File: src/rtl/gearbox_seq_lock.sv
// Gearbox sequence counter with sync-header block-lock FSM and slip control.
// Latency: o_pause/o_step/o_slip combinational from state/inputs; o_locked one cycle after the deciding header.
// No backpressure: headers are sampled every cycle; headers during pause, SLIP and WAIT are dropped.
//
// Ports:
//   i_clk, i_reset      rising-edge clock, synchronous active-high reset
//   i_hdr_valid/i_hdr_ok sync header present / header is a legal 01 or 10 pattern
//   i_slip_ext          manual slip request, forces WAIT
//   o_count, o_pause    gearbox sequence count, high while count is at the pause value
//   o_step              count advances this cycle
//   o_slip, o_locked    slip pulse to the gearbox, block lock status
module gearbox_seq_lock #(
    parameter int WIDTH     = 6,
    parameter int MAX_VAL   = 32,
    parameter int PAUSE_VAL = 32,
    parameter int STEP_DIV  = 2,
    parameter int LOCK_CNT  = 64,
    parameter int WINDOW    = 64,
    parameter int BAD_LIMIT = 16,
    parameter int SLIP_WAIT = 4
) (
    input  logic             i_clk,
    input  logic             i_reset,
    input  logic             i_hdr_valid,
    input  logic             i_hdr_ok,
    input  logic             i_slip_ext,
    output logic [WIDTH-1:0] o_count,
    output logic             o_pause,
    output logic             o_step,
    output logic             o_slip,
    output logic             o_locked
);

    localparam int PW = $clog2(STEP_DIV) + 1;
    localparam int GW = $clog2(LOCK_CNT) + 1;
    localparam int HW = $clog2(WINDOW) + 1;
    localparam int BW = $clog2(BAD_LIMIT) + 1;
    localparam int WW = $clog2(SLIP_WAIT) + 1;

    typedef enum logic [1:0] {SEARCH, SLIP, WAIT, LOCKED} state_t;

    state_t           state_q, state_d;
    logic [PW-1:0]    phase_q, phase_d;
    logic [WIDTH-1:0] count_q, count_d;
    logic [GW-1:0]    good_q, good_d;
    logic [HW-1:0]    hdr_q, hdr_d;
    logic [BW-1:0]    bad_q, bad_d;
    logic [WW-1:0]    wait_q, wait_d;
    logic             hdr_take;
    logic             phase_last;

    assign phase_last = (phase_q == PW'(STEP_DIV - 1));
    assign o_count    = count_q;
    assign o_pause    = (count_q == WIDTH'(PAUSE_VAL));
    assign o_locked   = (state_q == LOCKED);
    assign o_slip     = (state_q == SLIP) | i_slip_ext;
    assign o_step     = phase_last & ~o_slip;
    // Headers landing on the pause slot carry no gearbox data and are not counted.
    assign hdr_take   = i_hdr_valid & ~o_pause;

    always_comb begin
        state_d = state_q;
        phase_d = phase_q;
        count_d = count_q;
        good_d  = good_q;
        hdr_d   = hdr_q;
        bad_d   = bad_q;
        wait_d  = wait_q;

        // Phase and count freeze while the gearbox is slipping.
        if (!o_slip) begin
            phase_d = phase_last ? '0 : phase_q + PW'(1);
        end
        if (o_step) begin
            count_d = (count_q == WIDTH'(MAX_VAL)) ? '0 : count_q + WIDTH'(1);
        end

        if (i_slip_ext) begin
            // Manual slip skips the SLIP state so the pulse is a single cycle.
            state_d = WAIT;
            good_d  = '0;
            hdr_d   = '0;
            bad_d   = '0;
            wait_d  = '0;
        end else begin
            case (state_q)
                SEARCH: begin
                    if (hdr_take) begin
                        if (!i_hdr_ok) begin
                            state_d = SLIP;
                        end else if (good_q == GW'(LOCK_CNT - 1)) begin
                            state_d = LOCKED;
                            good_d  = '0;
                        end else begin
                            good_d = good_q + GW'(1);
                        end
                    end
                end
                SLIP: begin
                    state_d = WAIT;
                    good_d  = '0;
                    hdr_d   = '0;
                    bad_d   = '0;
                    wait_d  = '0;
                end
                WAIT: begin
                    if (wait_q == WW'(SLIP_WAIT - 1)) begin
                        state_d = SEARCH;
                    end else begin
                        wait_d = wait_q + WW'(1);
                    end
                end
                LOCKED: begin
                    if (hdr_take) begin
                        // Loss of lock wins over the end-of-window clear.
                        if (!i_hdr_ok && bad_q == BW'(BAD_LIMIT - 1)) begin
                            state_d = SLIP;
                        end else if (hdr_q == HW'(WINDOW - 1)) begin
                            hdr_d = '0;
                            bad_d = '0;
                        end else begin
                            hdr_d = hdr_q + HW'(1);
                            bad_d = bad_q + BW'(!i_hdr_ok);
                        end
                    end
                end
                default: state_d = SEARCH;
            endcase
        end
    end

    always_ff @(posedge i_clk) begin
        if (i_reset) begin
            state_q <= SEARCH;
            phase_q <= '0;
            count_q <= '0;
            good_q  <= '0;
            hdr_q   <= '0;
            bad_q   <= '0;
            wait_q  <= '0;
        end else begin
            state_q <= state_d;
            phase_q <= phase_d;
            count_q <= count_d;
            good_q  <= good_d;
            hdr_q   <= hdr_d;
            bad_q   <= bad_d;
            wait_q  <= wait_d;
        end
    end

endmodule

File: config.mk
export PLATFORM = sky130hd
export DESIGN_NAME = gearbox_seq_lock
export DESIGN_NICKNAME = d
export VERILOG_FILES = /design/src/rtl/gearbox_seq_lock.sv
export SDC_FILE = /design/constraint.sdc
export NUM_CORES = 1
export LEC_CHECK = 0
export ABC_AREA = 1
export BUFFER_PORTS_ARGS = -buffer_cell sky130_fd_sc_hd__clkbuf_2
export CORE_MARGIN = 8
export CORE_UTILIZATION = 60
export DETAILED_ROUTE_END_ITERATION = 10
export GPL_ROUTABILITY_DRIVEN = 0
export GPL_TIMING_DRIVEN = 1
export MAX_ROUTING_LAYER = met4
export PLACE_DENSITY = 0.8
export SYNTH_ARGS = -nofsm -noshare
export SYNTH_HDL_FRONTEND = slang
export SYNTH_SLANG_ARGS = --single-unit
File: constraint.sdc
create_clock -name i_clk -period 2.8 [get_ports i_clk]
set_input_delay 0.56 -clock i_clk [delete_from_list [all_inputs] [get_ports i_clk]]
set_output_delay 0.56 -clock i_clk [all_outputs]
set_load 0.005 [all_outputs]
==> Implementation_results.wiki <==
{| class="wikitable"
! Metric !! Value
|-
| Combinational group share of total power || 0.117
|-
| Synthesized net count || between 200 and 300
|-
| Required time of the critical path || approximately 2.2 ns
|-
| Post-DR vias/cell || between 5 and 6
|-
| Number of max-slew violations in the final report || 0
|-
| Total of flip-flops plus latches after synthesis || 32
|-
| Clock transition at the registers of the reported paths || 0.09 ns
|-
| Layout Nets || between 200 and 300
|-
| Slew @ Worst Pin || just under 0.8 ns
|-
| Number of filler instances in the final layout || around 250
|-
| Worst slew margin || 0.4807
|-
| Worst clock skew || approximately 0.0066 ns
|-
| Number of nets still failing antenna checks after routing || 0
|-
| Data arrival time of the critical path || 1.58 ns
|-
| Post-layout min period || around 2.1 ns
|-
| Clock Tree Root || clkbuf_4
|-
| Area growth from synthesis to layout || 8.760%
|-
| Outcome || completed
|-
| Quantity of hold-fixing buffers added after cts || 0
|-
| Post-Route WL || about 3.3 mm
|-
| Max cap viols || 0
|-
| Sinks on Clock Net || 32
|-
| Port Buffer Count || 14
|-
| Switching power total || about 230 uW
|-
| Cell Int Power || just over 600 uW
|-
| Path class of the lowest-slack min-delay path || in2reg
|-
| Initial standard-cell utilization of the core || 0.6419
|-
| Crit. End Element || output pin
|-
| Initial antenna violation count || 0
|-
| Antenna diodes || 0
|-
| Die height || between 70 and 80 um
|-
| Most frequent cells in the layout || 56 x nand2_1, 39 x inv_1, 32 x dfxtp_1, 31 x nor2_1, 18 x a21oi_1
|-
| Peak clock frequency supported by timing || about 0.47 GHz
|-
| Biggest area consumer among synthesized cells || dfxtp_1
|-
| Placed Area || 1881 um2
|-
| CTS tree || done
|-
| Area fraction of the dominant cell type after synthesis || 0.3588
|-
| DRC violation total after the first TritonRoute iteration || approximately 130
|-
| Post-synthesis sequential area ratio || 0.3588
|-
| Count of TritonRoute iterations in the first routing pass || 4
|-
| Layout cell share with drive strength beyond 1 || 0.1544
|-
| Overall die area || ~5000 um2
|-
| Net Sw Frac || 0.2701
|-
| Fin area || 1942 um2
|-
| Biggest area contributors in the synthesized netlist || dfxtp_1 36%, nand2_1 12%, ha_1 8.4%, inv_1 8.2%, nor2_1 6.5%
|-
| Via count of the first global-routing pass || 1400
|-
| Final number of setup-violating endpoints || 0
|-
| Pin count of the biggest net entering global routing || 14
|-
| Total power per unit cell area || approximately 430 nW/um2
|-
| Most common library cell in the layout ignoring fill and taps || nand2_1
|-
| Total DRC errors in the routed layout || 0
|-
| Horizontal die dimension || between 70 and 80 um
|-
| Leakage power figure || ~0.84 nW
|-
| Total routing usage reported by global routing || 0.1444
|-
| Type of origin of the critical path || flip-flop
|-
| Placed wire-length estimate || between 2 and 3 mm
|-
| Number of buffers on the longest clock path || 2
|-
| DR WL/cell || 10.96 um
|-
| Hold Fails Final Rpt || 0
|-
| Synth Instances || 252
|-
| Synth Cell Area || 1785 um2
|-
| Fin Setup TNS || 0 ns
|-
| Gates resized, CTS repair || 0
|-
| Grt ovf || 0
|-
| Post-layout util || 0.6982
|-
| Sequential power share || 0.560
|-
| Power after layout || approximately 840 uW
|-
| Setup bufs post-CTS || 0
|-
| TritonCTS buffer count || 5
|-
| Final period util || 0.7661
|-
| VDD IR max || slightly below 0.5 mV
|-
| Setup repair after global routing missed its margin || false
|-
| Distinct cell type count after synthesis || 31
|-
| Global-route wire length before repair || just under 6 mm
|-
| H-tree level count || 2
|-
| Synth warnings || 0
|-
| I/O pin count || 15
|-
| Critical Setup Path Class || reg2out
|-
| Core Box Area || 2781 um2
|-
| Proportion of power drawn by the clock network || 0.323
|-
| Clock Latency Late Sink || around 0.33 ns
|-
| Via count || about 1500
|-
| Crit path max fanout || 9
|-
| Cell Rows || 19
|-
| Mean instance size in the synthesized netlist || a little over 7 um2
|}
-- registers in the layout, indices dropped and copies added, names as in the netlist --
signal   cells
wait_q       3
good_q       7
state_q      2
phase_q      2
o_count      6
bad_q        5
hdr_q        7
-- per-stage QoR --
step / hold slack (ns) / std cells / worst slack [ns]
3_5_place_dp: 0.4441 / 295 / 0.8380
5_1_grt: 0.4044 / 303 / 0.5086
2_1_floorplan: 0.4283 / 252 / 1.209
6_report: 0.4224 / 303 / 0.6550
4_1_cts: 0.4106 / 303 / 0.6239
3_3_place_gp: 0.4385 / 295 / 0.9183
-- worst paths after layout --
path                           start                      end  slack, ns  depth (start not counted)
max          state_q[1]$_SDFFE_PP0P_                   o_step       0.66                          6
max reg2reg  o_count[0]$_SDFFE_PP0P_    hdr_q[6]$_SDFFE_PP0P_       0.84                         10
min                          i_reset  o_count[4]$_SDFFE_PP0P_       0.42                          2
min reg2reg    hdr_q[6]$_SDFFE_PP0P_    hdr_q[6]$_SDFFE_PP0P_       0.46                          2
-- power groups by stage --
stage | registers (mW) | clock network (mW) | logic [mW]
3_3_place_gp | 0.482 | 0 | 0.0979
4_1_cts | 0.472 | 0.282 | 0.0991
3_5_place_dp | 0.482 | 0 | 0.0986
2_1_floorplan | 0.481 | 0 | 0.0738
6_report | 0.472 | 0.272 | 0.0988
5_1_grt | 0.473 | 0.302 | 0.113
-- area by class of cell --
type                    count  area [um2]  area share
inverters                  40       150.1     0.07732
repair buffers             15       77.57     0.03995
clock buffers               6       51.30     0.02642
flip-flops and latches     32       640.6      0.3299
multi-input cells         177       973.4      0.5013
well taps                  31       38.79     0.01997
clock inverters             2       10.01    0.005155
-- layer usage --
metal | GRT usage | part of all wire
met2 | 0.2304 | 0.44
met1 | 0.1731 | 0.51
met4 | 0.04595 | 0.0093
met5 | - | 0
met3 | 0.03905 | 0.037
-- kinds of logic after synthesis --
logic type | synth area share
flip-flops | 0.3588
AND/OR/NAND/NOR | 0.3161
adder cells (fa/ha/maj) | 0.08409
AO/OA/AOI/OAI | 0.1205
buffers and inverters | 0.09600
XOR/XNOR | 0.02453
-- critical path, stage by stage (launching register included) --
cell and delay, ns:
dfxtp_1 0.39, inv_1 0.07, ha_1 0.26, nor2_2 0.19
nand3_4 0.14, inv_1 0.10, clkbuf_2 0.11
-- cells in the mapped netlist --
cell type	count
a211oi_1	1
a21o_2	1
a21oi_1	18
a21oi_2	3
a31o_2	1
and3_1	2
buf_2	2
buf_6	1
dfxtp_1	32
ha_1	12
inv_1	39
inv_2	1
nand2_1	56
nand2_2	3
nand2_4	1
nand3_1	12
nand3_2	2
nand3_4	1
nand4_1	3
nor2_1	31
nor2_2	2
nor3_1	4
nor3_2	2
nor3b_1	1
nor3b_2	1
o21a_1	1
o21ai_0	11
o21ai_1	1
o22ai_1	1
or2_2	1
xor2_1	5
No activity file was read; power rests on OpenSTA's default activity.
